### src/rtl/hamming74_tx.sv
// Hamming(7,4) encoder and framed serial transmitter: start bit, 7 code bits LSB first, stop bit(s).
// Optional HAMMING_TX_ERR_INJECT_EN adds err_mask[6:0], XORed into the codeword at capture.
module hamming74_tx #(
  parameter int BIT_CYCLES = 4,
  parameter int STOP_BITS  = 1
) (
  input  logic       clk,
  input  logic       rst_n,
  input  logic [3:0] in_data,
  input  logic       in_valid,
`ifdef HAMMING_TX_ERR_INJECT_EN
  input  logic [6:0] err_mask,
`endif
  output logic       in_ready,
  output logic       tx,
  output logic       busy,
  output logic       tx_done
);

  localparam int CW = $clog2(BIT_CYCLES + 1);
  localparam logic [CW-1:0] CNT_LAST = CW'(BIT_CYCLES - 1);
  localparam logic STOP_LAST = 1'(STOP_BITS - 1);

  typedef enum logic [1:0] {IDLE, START, DATA, STOP} state_t;

  state_t        state_reg, state_next;
  logic [CW-1:0] cnt_reg, cnt_next;
  logic [2:0]    bit_reg, bit_next;
  logic          stop_reg, stop_next;
  logic [6:0]    shreg_reg, shreg_next;
  logic          tx_reg, tx_next;
  logic          in_ready_reg, in_ready_next;
  logic          busy_reg, busy_next;
  logic          tx_done_reg, tx_done_next;

  logic [6:0] code;
  logic [6:0] cap_word;
  logic       cnt_last;

  assign code = {in_data[0] ^ in_data[1] ^ in_data[3],
                 in_data[0] ^ in_data[2] ^ in_data[3],
                 in_data[1] ^ in_data[2] ^ in_data[3],
                 in_data};

`ifdef HAMMING_TX_ERR_INJECT_EN
  assign cap_word = code ^ err_mask;
`else
  assign cap_word = code;
`endif

  assign cnt_last = (cnt_reg == CNT_LAST);

  always_comb begin
    state_next = state_reg;
    cnt_next   = cnt_reg;
    bit_next   = bit_reg;
    stop_next  = stop_reg;
    shreg_next = shreg_reg;
    case (state_reg)
      IDLE: begin
        // Gate on the registered ready so nothing is captured in the cycle after reset release.
        if (in_valid && in_ready_reg) begin
          shreg_next = cap_word;
          cnt_next   = '0;
          bit_next   = 3'd0;
          stop_next  = 1'b0;
          state_next = START;
        end
      end
      START: begin
        if (cnt_last) begin
          cnt_next   = '0;
          state_next = DATA;
        end else begin
          cnt_next = cnt_reg + CW'(1);
        end
      end
      DATA: begin
        if (cnt_last) begin
          cnt_next   = '0;
          shreg_next = {1'b0, shreg_reg[6:1]};
          if (bit_reg == 3'd6) begin
            stop_next  = 1'b0;
            state_next = STOP;
          end else begin
            bit_next = bit_reg + 3'd1;
          end
        end else begin
          cnt_next = cnt_reg + CW'(1);
        end
      end
      STOP: begin
        if (cnt_last) begin
          cnt_next = '0;
          if (stop_reg == STOP_LAST) begin
            state_next = IDLE;
          end else begin
            stop_next = 1'b1;
          end
        end else begin
          cnt_next = cnt_reg + CW'(1);
        end
      end
      default: state_next = IDLE;
    endcase
  end

  // Outputs are derived from the next state so they are registered yet line up with the state.
  always_comb begin
    tx_next       = 1'b1;
    in_ready_next = 1'b0;
    busy_next     = 1'b1;
    tx_done_next  = 1'b0;
    case (state_next)
      IDLE: begin
        in_ready_next = 1'b1;
        busy_next     = 1'b0;
      end
      START:   tx_next = 1'b0;
      DATA:    tx_next = shreg_next[0];
      STOP:    tx_done_next = (cnt_next == CNT_LAST) && (stop_next == STOP_LAST);
      default: tx_next = 1'b1;
    endcase
  end

  always_ff @(posedge clk or negedge rst_n) begin
    if (!rst_n) begin
      state_reg    <= IDLE;
      cnt_reg      <= '0;
      bit_reg      <= 3'd0;
      stop_reg     <= 1'b0;
      shreg_reg    <= 7'd0;
      tx_reg       <= 1'b1;
      in_ready_reg <= 1'b0;
      busy_reg     <= 1'b0;
      tx_done_reg  <= 1'b0;
    end else begin
      state_reg    <= state_next;
      cnt_reg      <= cnt_next;
      bit_reg      <= bit_next;
      stop_reg     <= stop_next;
      shreg_reg    <= shreg_next;
      tx_reg       <= tx_next;
      in_ready_reg <= in_ready_next;
      busy_reg     <= busy_next;
      tx_done_reg  <= tx_done_next;
    end
  end

  assign tx       = tx_reg;
  assign in_ready = in_ready_reg;
  assign busy     = busy_reg;
  assign tx_done  = tx_done_reg;

endmodule

### config.mk
export PLATFORM = sky130hd
export DESIGN_NAME = hamming74_tx
export DESIGN_NICKNAME = d
export VERILOG_FILES = /design/src/rtl/hamming74_tx.sv
export SDC_FILE = /design/constraint.sdc
export NUM_CORES = 1
export LEC_CHECK = 0
export ABC_CLOCK_PERIOD_IN_PS = 1850
export CAP_MARGIN = 20
export CORE_ASPECT_RATIO = 0.7
export CORE_UTILIZATION = 30
export DETAILED_ROUTE_END_ITERATION = 6
export RECOVER_POWER = 100
export SETUP_SLACK_MARGIN = 0.02
export SYNTH_ARGS = -nofsm -noshare
export SYNTH_HDL_FRONTEND = slang
export SYNTH_SLANG_ARGS = --single-unit
export TNS_END_PERCENT = 5
### constraint.sdc
create_clock -name clk -period 1.85 [get_ports clk]
set_clock_uncertainty 0.15 [all_clocks]
set_input_delay 0.2775 -clock clk [delete_from_list [all_inputs] [get_ports clk]]
set_output_delay 0.2775 -clock clk [all_outputs]
set_load 0.03 [all_outputs]
# == Yosys cells after proc, flatten, opt, wreduce, memory -nomap -nowiden ==
# Cells that the tools add are included.
# word_totals
regBits,20
in_bits,7
output_inout_bits,4
elab_cells,66
# op_classes
addsub,2
eq_ne,12
n_mux,27
bitwise_logic,7
reduce_logical,8
# ops
cell,n
$mux 3,5
$mux 7,2
$pmux 7 s2,1
$mux 2,6
$pmux 3 s2,2
$eq 2x2->1 const B,4
$mux 1,8
$pmux 2 s4,1
$add 3x1->3 const B,2
$eq 3x2->1 const B,2
$ne 2x2->1 const B,3
$xor 1x1->1,6
$eq 2x1->1 const B,2
$logic_not 2->1,2
$reduce_and 4->1,1
$eq 3x3->1 const B,1
$pmux 1 s3,1
$reduce_and 3->1,1
$reduce_or 3->1,1
$logic_and 1x1->1,2
$pmux 1 s2,1
$reduce_bool 2->1,1
$not 1->1,1

# == Longest topological paths before layout ==
# Gate-level depths: netlist (run 1).
# logic_depth
ltp_word,7
depth_mapped,5
ltp_nobuf,5

# == Least setup slack after synthesis (run 1) ==
# OpenSTA, ideal clock, no wires.
# synth_timing
kind,register -> register
start,reg cnt_reg[0]
end,reg shreg_reg[4]
setup_ns,0.126
t_arrival_ns,1.350
t_required_ns,1.574
path_slack_ns,0.224
path_stages_with_launch,6
n_path_buf,1
path_cell_list,dfrtp_1 -> ha_1 -> and4bb_1 -> buf_6 -> and2_0 -> a221o_1
# synth_via
elab_chain_cells,3
# synth_rtl
element,line_no,source
start: declaration,27,"logic [CW-1:0] cnt_reg, cnt_next;"
start signal: assignment,139,cnt_reg <= cnt_next;
$eq 3x2->1,51,assign cnt_last = (cnt_reg == CNT_LAST);
$ne 2x2->1 (no source line),n/a,
$reduce_and 3->1 (no source line),n/a,
end signal: assignment,142,shreg_reg <= shreg_next;
end: declaration,30,"logic [6:0] shreg_reg, shreg_next;"
# No other way between the ends.
# A chain may end at the register's enable or synchronous reset.

# == Final worst setup path (run 1) ==
# layout_timing
start,reg in_ready_reg (netlist: in_ready)
end,out in_ready
# layout_rtl
element,line_no,source
start: declaration,32,"logic in_ready_reg, in_ready_next;"
start signal: assignment,144,in_ready_reg <= in_ready_next;
end: declaration,14,"output logic in_ready,"
# No word-level cell between the ends.

==> impl_results.md, run 1 <==
- Mean post-synth cell area: between 10 and 15 µm²
- Leak: ~0.58 nW
- Clock buffer count from CTS: 3
- Residual overflow from global routing: 0
- Clock tree root buffer cell: sky130_fd_sc_hd__clkbuf_8
- Number of placement rows: 17
- Psw: 0.310 mW
- Number of fill cells in the layout: 323
- Starting DRC count in detailed routing: 66
- Slowest Stage Delay on Critical Path: between 0.6 and 0.7 ns
- Remaining antenna violation count after routing: 0
- Yosys synthesis warning count: 0
- Number of diodes added for antenna fixing: 0
- Total buffers and inverters traversed by the critical path: 1
- Sum Neg Setup Slack: 0 ns
- Longest Clk Path Bufs: 2
- Initial standard-cell utilization of the core: between 30% and 40%
- Critical path data arrival time: 1.33 ns
- # setup viols final: 0
- Floorplan die width: approximately 72 µm
- Final routed DRC violation total: 0
- Area inside the core boundary: 3190 µm²
- Via density per instance: between 4 and 5
- Tightest Pin Transition: 1.06 ns
- Wire length of the first global-routing pass: 3270 µm
- Antenna violations before repair: 0
- Synth Instances: 85
- Number of buffers inserted for hold repair after clock tree synthesis: 0
- Clock insertion delay at the later pin of the skew report: 0.26 ns
- H-tree depth reported by CTS: 1
- Flops & latches, synth: 20
- Number of setup buffers added after CTS: 0
- Max reg flops: 7
- PD cells: roughly 910 nW/µm²
- Run status: finished clean
- Share of cells above drive strength 1: 15.2%
- Worst min path class: register to register
- Share of the yosys chip area belonging to registers: 49.4%
- Element type at the critical path start: register
- Shortest period the worst path allows: about 1.8 ns
- Distinct cells, synth: 32
- Maximum number of pins on one net before global-route repair: 21
- Detailed-routing iteration count for the pre-antenna-repair pass: 4
- Final worst path period share: 95.1%
- Crit path max-delay cell type: sky130_fd_sc_hd__clkdlybuf4s50_1
- Pint: ~0.8 mW
- Die H: around 50 µm
- # clock sinks: 20
- RSZ-0062 raised after global routing: false
- Switching share of power: around 28%
- Fin nets: around 120
- Clock network fraction of design power: between 20 and 30%
- Count of pins on the block boundary: 11
- Global Route Usage Sum: between 10% and 20%
- Design Power: roughly 1.1 mW
- Total wirelength of the detailed-routed design: 1860 µm
- Required time worst endpoint: ~1.4 ns
- Synthesized cell area: ~1000 µm²
- Crit Path Class: register to output port
- Nets in the synthesized netlist: 95
- Maximum fanout encountered on the critical timing path: 4
- Slew Limit Fails: 0
- Die area: 3620 µm²
- Largest vdd supply drop: 0.243 mV
- Via count of the first global-routing pass: 692
- Final Hold Vio Count: 0
- Estimated wirelength of the detail-placed design: approximately 1400 µm
- Sequential share of power: a little under half
- Mean routed wirelength per cell: 13.0 µm
- Portion of total power attributed to combinational logic: 23.0%
- Max Cap Violations: 0
- Maximum clock rate: roughly 570 MHz
- Number of vias in the routed layout: ~700
- Layout-stage area growth over the synthesis result: 21.3%
- TritonCTS clock tree: done
- CP Cell Sequence: clkdlybuf4s50_1
- I/O Buffers: 10
- Kind of cell with the highest combined delay on the critical path: buffers and inverters
- Final weighted congestion in routability-driven placement: approximately 0.80
- CTS clk-pin slew, worst paths: about 0.07 ns
- Worst setup EP type: output port
- Max_slew headroom: roughly 30%
## cells in the final DEF (no fill, tap or decap), types with 2 or more instances in the layout
master,n
sky130_fd_sc_hd__a21o_1,4
sky130_fd_sc_hd__a22o_1,7
sky130_fd_sc_hd__buf_4,4
sky130_fd_sc_hd__or2_2,2
sky130_fd_sc_hd__mux2i_1,2
sky130_fd_sc_hd__nor2b_1,2
sky130_fd_sc_hd__inv_1,3
sky130_fd_sc_hd__a21oi_1,3
sky130_fd_sc_hd__clkbuf_8,4
sky130_fd_sc_hd__ha_1,3
sky130_fd_sc_hd__clkdlybuf4s50_1,6
sky130_fd_sc_hd__dfrtp_1,19
sky130_fd_sc_hd__and2_0,2
sky130_fd_sc_hd__o21a_1,2
sky130_fd_sc_hd__nor2_1,4
sky130_fd_sc_hd__clkbuf_1,5
sky130_fd_sc_hd__xnor2_1,5
sky130_fd_sc_hd__a221o_1,2
sky130_fd_sc_hd__dlygate4sd3_1,3
sky130_fd_sc_hd__and4bb_1,2
sky130_fd_sc_hd__nand2_1,5
## power groups by stage
stage                     combinational [mW]  clock [mW]  sequential (mW)
after floorplan                        0.163           0            0.552
after global placement                 0.264           0            0.541
after detailed placement               0.267           0            0.542
after CTS                              0.267       0.343            0.536
after global routing                   0.285       0.364            0.544
final                                  0.259       0.329            0.537
## kinds of logic after synthesis
family / count (synthesis) / share of synthesized area (%)
AOI/OAI and AO/OA: 24 / 20.3
xor gates and xnor gates: 5 / 4.32
adders and majority gates: 3 / 3.70
buffers and inverters: 6 / 4.44
DFF: 20 / 49.4
muxes: 2 / 1.97
and+or+nand+nor: 25 / 15.8
## cell type report
class | instances | area [µm²] | area share [%]
clock buffer | 4 | 55.1 | 4.47
inverter | 3 | 11.3 | 0.915
sequential | 20 | 502 | 40.8
tap | 38 | 47.5 | 3.86
multi-input combinational | 59 | 468 | 38.0
timing repair buffer | 19 | 148 | 12.0
## metal layers
metal  share of wire [%]  wire [µm]  global-route usage, %
met1                  52        971                   16.8
met2                  43        794                   17.0
met3                 4.6         86                   5.62
met4                0.54         10                   2.94
met5                   0          0                      0
## worst paths after layout
check,end,from,slack (ns),cells past startpoint
worst max-delay path,in_ready,in_ready,0.09,1
worst min-delay path,shreg_reg[3],shreg_reg[3],0.34,1
worst max register to register,shreg_reg[5],cnt_reg[0],0.15,5
worst min register to register,shreg_reg[3],shreg_reg[3],0.34,1
max in group asynchronous,shreg_reg[2],rst_n,0.34,2
min in group asynchronous,bit_reg[0],rst_n,0.57,2
## cells in the mapped netlist
cell / instances / area share, %
sky130_fd_sc_hd__nand2_1: 5 / 1.8
sky130_fd_sc_hd__a22o_1: 7 / 6.0
sky130_fd_sc_hd__and3b_1: 1 / 0.86
sky130_fd_sc_hd__or4bb_2: 1 / 1.2
sky130_fd_sc_hd__and3_2: 1 / 0.74
sky130_fd_sc_hd__and2_0: 2 / 1.2
sky130_fd_sc_hd__ha_1: 3 / 3.7
sky130_fd_sc_hd__a21o_1: 4 / 3.0
sky130_fd_sc_hd__o21ai_0: 1 / 0.49
sky130_fd_sc_hd__a31oi_4: 1 / 2.1
sky130_fd_sc_hd__o211ai_1: 1 / 0.74
sky130_fd_sc_hd__and4b_2: 1 / 1.1
sky130_fd_sc_hd__dfrtp_1: 19 / 47
sky130_fd_sc_hd__nand3_1: 1 / 0.49
sky130_fd_sc_hd__a21oi_1: 3 / 1.5
sky130_fd_sc_hd__and4bb_1: 2 / 2.5
sky130_fd_sc_hd__a221o_1: 2 / 2.0
sky130_fd_sc_hd__mux2i_1: 2 / 2.0
sky130_fd_sc_hd__inv_1: 3 / 1.1
sky130_fd_sc_hd__nand3b_1: 1 / 0.74
sky130_fd_sc_hd__nor3_1: 1 / 0.49
sky130_fd_sc_hd__a2111oi_2: 1 / 1.5
sky130_fd_sc_hd__a211o_1: 1 / 0.86
sky130_fd_sc_hd__nor2b_1: 2 / 1.2
sky130_fd_sc_hd__and2_1: 1 / 0.62
sky130_fd_sc_hd__o21a_1: 2 / 1.5
sky130_fd_sc_hd__buf_6: 3 / 3.3
sky130_fd_sc_hd__xnor2_1: 5 / 4.3
sky130_fd_sc_hd__nor2_1: 4 / 1.5
sky130_fd_sc_hd__a211oi_1: 1 / 0.74
sky130_fd_sc_hd__dfstp_2: 1 / 2.6
sky130_fd_sc_hd__or2_2: 2 / 1.2
## worst register-to-register path: cells and delay by family (launching register included)
family | cells | cell delay [ns]
AND/OR/NAND/NOR | 2 | 0.40
flip-flops | 1 | 0.39
AO/OA/AOI/OAI | 1 | 0.26
adder cells (fa/ha/maj) | 1 | 0.23
buffers and inverters | 1 | 0.15
## stage by stage
stage | std cells | hold slack (ns) | worst slack [ns] | area (µm²) | utilization (%)
2_1_floorplan | 85 | -0.168 | 0.224 | 1010 | -
4_1_cts | 143 | 0.204 | 0.0833 | 1250 | 39.2
6_report | 143 | 0.342 | 0.0915 | 1230 | 38.6
3_5_place_dp | 139 | 0.322 | 0.0420 | 1200 | 37.5
5_1_grt | 143 | 0.370 | 0.0463 | 1230 | 38.6
3_3_place_gp | 139 | 0.317 | 0.0589 | 1200 | 37.5
## repair_timing
item,in CTS,in global routing
setup endpoints to repair,1,0
hold endpoints to repair,0,0
resized for setup,1,0
(Power assumes the default switching activity.)
==> inputs of run 2 (changes only) <==
--- a/config.mk
+++ b/config.mk
@@ -10,6 +10,7 @@
 export CORE_ASPECT_RATIO = 0.7
 export CORE_UTILIZATION = 30
 export DETAILED_ROUTE_END_ITERATION = 6
+export MAX_ROUTING_LAYER = met4
 export RECOVER_POWER = 100
 export SETUP_SLACK_MARGIN = 0.02
 export SYNTH_ARGS = -nofsm -noshare
==> run 2 against run 1 <==
Net effect: worst hold slack is essentially flat; critical path type unchanged; die area is the same; combinational power hardly changed.
==> impl_results.md, run 2 (synthesized netlist as in run 1, its figures left out) <==
- Mean routed wirelength per cell: 13.1 µm (+0.59%)
- Final worst path period share: 95.1% (about the same)
- Estimated wirelength of the detail-placed design: 1370 µm (unchanged)
- Sum Neg Setup Slack: 0 ns (unchanged)
- Psw: 0.312 mW (+0.57%)
- Maximum clock rate: 568 MHz (about the same)
- Die area: 3620 µm² (unchanged)
- CTS clk-pin slew, worst paths: 0.07 ns (about the same)
- Slew Limit Fails: 0 (unchanged)
- Area inside the core boundary: 3190 µm² (unchanged)
- Longest Clk Path Bufs: 2 (unchanged)
- Worst setup EP type: output port
- Max Cap Violations: 0 (unchanged)
- Final routed DRC violation total: 0 (unchanged)
- Layout-stage area growth over the synthesis result: 21.3% (unchanged)
- PD cells: 915 nW/µm² (+0.16%)
- Number of diodes added for antenna fixing: 0 (unchanged)
- Initial standard-cell utilization of the core: 31.8% (unchanged)
- Met1 Wirelength: 987 µm (+1.6%)
- Final Non-Filler Cells: 143 (unchanged)
- Share of cells above drive strength 1: 15.2% (unchanged)
- CP Launch Point: in_ready
- Run status: finished clean
- Post-Place Setup Slack: 0.0420 ns (unchanged)
- Antenna violations before repair: 0 (unchanged)
- Maximum number of pins on one net before global-route repair: 21 (unchanged)
- Critical path data arrival time: 1.33 ns (about the same)
- Via density per instance: 4.97 (+0.85%)
- Total buffers and inverters traversed by the critical path: 1 (unchanged)
- Count of pins on the block boundary: 11 (unchanged)
- RSZ-0062 raised after global routing: false
- Number of vias in the routed layout: 711 (+0.85%)
- Fin nets: 116 (unchanged)
- Clock tree root buffer cell: sky130_fd_sc_hd__clkbuf_8
- Slowest Stage Delay on Critical Path: 0.69 ns (about the same)
- H-tree depth reported by CTS: 1 (unchanged)
- Pint: 0.815 mW (about the same)
- Leak: 0.576 nW (unchanged)
- Global Route Usage Sum: 12.5% (+0.39 points)
- Wire length of the first global-routing pass: 3270 µm (unchanged)
- Final Worst Setup Slack: 0.0907 ns (-0.000740 ns)
- Kind of cell with the highest combined delay on the critical path: buffers and inverters
- Detailed-routing iteration count for the pre-antenna-repair pass: 4 (unchanged)
- Commonest cells after routing, fill and taps aside: sky130_fd_sc_hd__dfrtp_1 (19), sky130_fd_sc_hd__a22o_1 (7), sky130_fd_sc_hd__clkdlybuf4s50_1 (6)
- Tightest Pin Transition: 1.05 ns (-0.00461 ns)
- Max_slew headroom: 29.8% (+0.31 points)
- Largest vdd supply drop: 0.244 mV (+0.43%)
- Routed length on met3: 78 µm (-9.3%)
- Residual overflow from global routing: 0 (unchanged)
- Clock buffer count from CTS: 3 (unchanged)
- Non-Filler Cell Area, Final: 1230 µm² (unchanged)
- Portion of total power attributed to combinational logic: 23.0% (about the same)
- Top Layer Used: met4
- Floorplan die width: 71.5 µm (unchanged)
- Sequential share of power: 47.7% (about the same)
- CP Cell Sequence: clkdlybuf4s50_1
- Worst reg-to-reg setup slack: 0.15 ns (about the same)
- Met2 Routed Length: 797 µm (+0.38%)
- Placement-stage cell area: 1200 µm² (unchanged)
- # setup viols final: 0 (unchanged)
- Final Hold Vio Count: 0 (unchanged)
- I/O Buffers: 10 (unchanged)
- TritonCTS clock tree: done
- Max reg flops: 7 (unchanged)
- Maximum fanout encountered on the critical timing path: 4 (unchanged)
- Remaining antenna violation count after routing: 0 (unchanged)
- Commonest non-fill, non-tap cell in the layout: sky130_fd_sc_hd__dfrtp_1
- Final weighted congestion in routability-driven placement: 0.809 (+1.4%)
- Crit Path Class: register to output port
- Die H: 50.7 µm (unchanged)
- Switching share of power: 27.7% (+0.11 points)
- # clock sinks: 20 (unchanged)
- Element type at the critical path start: register
- Clock network fraction of design power: 29.3% (about the same)
- Required time worst endpoint: 1.42 ns (about the same)
- Critical register-to-register path startpoint: cnt_reg[0]
- Worst min path class: register to register
- Number of placement rows: 17 (unchanged)
- Critical hold path startpoint: shreg_reg[3]
- Shortest period the worst path allows: 1.76 ns (+0.000740 ns)
- Clock insertion delay at the later pin of the skew report: 0.26 ns (about the same)
- Starting DRC count in detailed routing: 66 (unchanged)
- Number of cells after detailed placement: 139 (unchanged)
- Crit path max-delay cell type: sky130_fd_sc_hd__clkdlybuf4s50_1
- Via count of the first global-routing pass: 689 (-0.43%)
- Total wirelength of the detailed-routed design: 1870 µm (+0.59%)
## run 2: timing repair
item / CTS / global route
setup endpoints to repair: 1 / 0
hold endpoints to repair: 0 / 0
buffers inserted: 0 / 0
hold buffers: 0 / 0
resized for setup: 1 / 0
## run 2: final cells by class
type                            instances  area (µm²)
Sequential cell                        20         502
Inverter                                3        11.3
Tap cell                               38        47.5
Timing Repair Buffer                   19         148
Fill cell                             323        1960
Clock buffer                            4        55.1
Multi-Input combinational cell         59         468
## run 2: power groups by stage
stage	Combinational, mW	Sequential (mW)	Clock [mW]
after floorplan	0.163	0.552	0
after global placement	0.264	0.541	0
after detailed placement	0.267	0.542	0
after CTS	0.267	0.536	0.343
after global routing	0.285	0.544	0.366
final	0.259	0.537	0.330
## run 2: final timing paths
check,endpoint,cells past startpoint
max in group asynchronous,shreg_reg[2],2
max reg2reg,shreg_reg[5],5
max,in_ready,1
min,shreg_reg[3],1
min reg2reg,shreg_reg[3],1
min in group asynchronous,bit_reg[0],2
## run 2: layer usage
layer,global-route usage (%),up-vias
met5,-,-
li1,-,348
met3,5.62,2
met4,2.94,0
met1,16.9,352
met2,17.0,9
## run 2: per-stage QoR
stage	util (%)	total power, mW	hold slack (ns)
after global placement	37.5	0.805	0.317
after global routing	38.6	1.20	0.370
final	38.6	1.13	0.342
after detailed placement	37.5	0.809	0.322
after CTS	39.2	1.15	0.204
after floorplan	-	0.715	-0.168
==> inputs of run 3 (changes only) <==
--- a/config.mk
+++ b/config.mk
@@ -5,9 +5,8 @@
 export SDC_FILE = /design/constraint.sdc
 export NUM_CORES = 1
 export LEC_CHECK = 0
-export ABC_CLOCK_PERIOD_IN_PS = 1850
+export ABC_CLOCK_PERIOD_IN_PS = 1700
 export CAP_MARGIN = 20
-export CORE_ASPECT_RATIO = 0.7
 export CORE_UTILIZATION = 30
 export DETAILED_ROUTE_END_ITERATION = 6
 export MAX_ROUTING_LAYER = met4
==> constraint.sdc (replaced) <==
create_clock -name clk -period 1.7 [get_ports clk]
set_clock_uncertainty 0.15 [all_clocks]
set_input_delay 0.255 -clock clk [delete_from_list [all_inputs] [get_ports clk]]
set_output_delay 0.255 -clock clk [all_outputs]
set_load 0.1 [all_outputs]
==> run 3 against run 2 <==
Net effect: non-clock buffer count is 6 higher; flip-flop and latch count is the same; combinational power rose by 43%; first-iteration DRC count is 77% lower; critical endpoint is now tx_done; die area is essentially flat; worst setup slack lost 0.069 ns.
==> impl_results.md, run 3 (synthesized netlist as in run 1, its figures left out) <==
- Run status: finished clean
- Total wirelength of the detailed-routed design: 1920 µm (+2.2%)
- Final core utilization: 40.4% (+1.8 points)
- Final routed DRC violation total: 0 (unchanged)
- Fin nets: 122 (+5.2%)
- Total stage count of the critical path: 5 (+4)
- Floorplan die width: 60.2 µm (-16%)
- Post-Place Setup Slack: -0.0754 ns (-0.117 ns)
- Global Route Usage Sum: 13.4% (+0.88 points)
- Kind of cell with the highest combined delay on the critical path: compound AO/OA/AOI/OAI gates
- Max reg flops: 7 (unchanged)
- Starting DRC count in detailed routing: 15 (-77%)
- Critical path data arrival time: 1.72 ns (+0.39 ns)
- Final weighted congestion in routability-driven placement: 0.738 (-8.8%)
- Shortest period the worst path allows: between 1.5 and 2 ns
- Count of pins on the block boundary: 11 (unchanged)
- Maximum fanout encountered on the critical timing path: 4 (unchanged)
- # setup viols final: 0 (unchanged)
- Clock insertion delay at the later pin of the skew report: 0.30 ns (+0.04 ns)
- Clock buffer count from CTS: 3 (unchanged)
- Worst reg-to-reg setup slack: 0.02 ns (-0.13 ns)
- Mean routed wirelength per cell: 12.4 µm (-5.7%)
- Crit Path Class: register to register
- Number of buffers inserted for hold repair after clock tree synthesis: 0 (unchanged)
- Worst min path class: primary input to async pin
- Estimated wirelength of the detail-placed design: 1440 µm (+5.2%)
- Number of diodes added for antenna fixing: 0 (unchanged)
- R2R Path End: tx_done
- Number of placement rows: 20 (+3)
- RSZ-0062 raised after global routing: true
- Element type at the critical path start: register
- Initial standard-cell utilization of the core: 32.4% (+0.64 points)
- Share of cells above drive strength 1: 29.7% (+14 points)
- Final Hold Vio Count: 0 (unchanged)
- Maximum number of pins on one net before global-route repair: 21 (unchanged)
- Tightest Pin Transition: 0.539 ns (-0.513 ns)
- CP Cell Sequence: ha_2, and4bb_2, buf_4, a31oi_4, a2111oi_2
- Leak: 0.599 nW (+4.0%)
- Via count of the first global-routing pass: 776 (+13%)
- Die area: 3620 µm² (about the same)
- Total buffers and inverters traversed by the critical path: 1 (unchanged)
- Largest vdd supply drop: 0.383 mV (+57%)
- Max_slew headroom: 64.2% (+34 points)
- Commonest non-fill, non-tap cell in the layout: sky130_fd_sc_hd__dfrtp_1
- Max Cap Violations: 0 (unchanged)
- CTS clk-pin slew, worst paths: 0.11 ns (+0.04 ns)
- Area inside the core boundary: 3130 µm² (-2.0%)
- Remaining antenna violation count after routing: 0 (unchanged)
- Critical register-to-register path startpoint: cnt_reg[0]
- Slowest Stage Delay on Critical Path: 0.38 ns (-0.31 ns)
- Detailed-routing iteration count for the pre-antenna-repair pass: 4 (unchanged)
- Longest Clk Path Bufs: 2 (unchanged)
- Number of vias in the routed layout: 729 (+2.5%)
- Final Worst Setup Slack: 0.0214 ns (-0.0694 ns)
- Antenna violations before repair: 0 (unchanged)
- Via density per instance: 4.70 (-5.4%)
- Crit path max-delay cell type: sky130_fd_sc_hd__dfrtp_1
- Residual overflow from global routing: 0 (unchanged)
- Die H: 60.2 µm (+19%)
- Commonest cells after routing, fill and taps aside: sky130_fd_sc_hd__dfrtp_1 (18), sky130_fd_sc_hd__buf_4 (13), sky130_fd_sc_hd__a22o_1 (7)
- I/O Buffers: 10 (unchanged)
- Maximum clock rate: just under 600 MHz
- Slew Limit Fails: 0 (unchanged)
- PD cells: 941 nW/µm² (+2.8%)
- Layout-stage area growth over the synthesis result: 24.4%
- TritonCTS clock tree: done
- Clock tree root buffer cell: sky130_fd_sc_hd__clkbuf_4
- Required time worst endpoint: 1.74 ns (+0.32 ns)
- Depth of the most critical reg-to-reg path: 5 (unchanged)
- Final worst path period share: 98.7%
- H-tree depth reported by CTS: 1 (unchanged)
- Number of fill cells in the layout: 299 (-7.4%)
- Worst setup EP type: register
- Wire length of the first global-routing pass: 3420 µm (+4.6%)
- # clock sinks: 20 (unchanged)
## run 3: layer usage
metal,GRT usage [%],part of all wire (%)
met2,19.9,49
met3,1.95,2.0
met5,-,0
met1,17.5,46
met4,6.98,2.7
## run 3: final cells by class
class | count | area (µm²) | share of cell area [%]
sequential | 20 | 505 | 40.0
multi-input combinational | 59 | 473 | 37.5
timing repair buffer | 25 | 191 | 15.2
tap | 44 | 55.1 | 4.36
clock buffer | 4 | 26.3 | 2.08
inverter | 3 | 11.3 | 0.892
## run 3: what timing repair did
item	4_1_cts	5_1_grt
setup endpoints to repair	5	14
resized for setup	0	4
buffers inserted	0	2
## run 3: where the power goes
group | leakage, nW | total [mW] | switching, mW | internal, mW
combinational | 0.333 | 0.371 | 0.203 | 0.168
clock | 0.0150 | 0.234 | 0.143 | 0.0914
sequential | 0.252 | 0.583 | 0.0431 | 0.540
total | 0.599 | 1.19 | 0.388 | 0.799
## run 3: worst max path at each step
stage,slack [ns],end,from
6_report,0.02,tx_done,cnt_reg[0]
5_1_grt,-0.05,tx_done,cnt_reg[0]
4_1_cts,0.0007,shreg_reg[1],cnt_reg[0]
3_5_place_dp,-0.08,shreg_reg[2],in_valid
3_3_place_gp,-0.08,shreg_reg[2],in_valid
2_1_floorplan,0.04,bit_reg[0],in_ready
## run 3: worst reg2reg max path, delay by kind of cell (launching register included)
kind | cells | cell delay (ns)
AOI/OAI and AO/OA | 2 | 0.42
adders and majority gates | 1 | 0.21
buffers and inverters | 1 | 0.15
DFF | 1 | 0.38
and+or+nand+nor | 1 | 0.27
## run 3: per-stage QoR
stage               total power [mW]  setup TNS (ns)  instances  hold slack [ns]  instance area [µm²]
finish                          1.19               0        155            0.209                 1260
global route                    1.26          -0.106        155            0.225                 1260
CTS                             1.22               0        153            0.143                 1300
detailed placement             0.987          -0.505        149            0.317                 1280
global placement               0.980          -0.476        149            0.309                 1280
floorplan                      0.835               0         85           -0.191                 1020
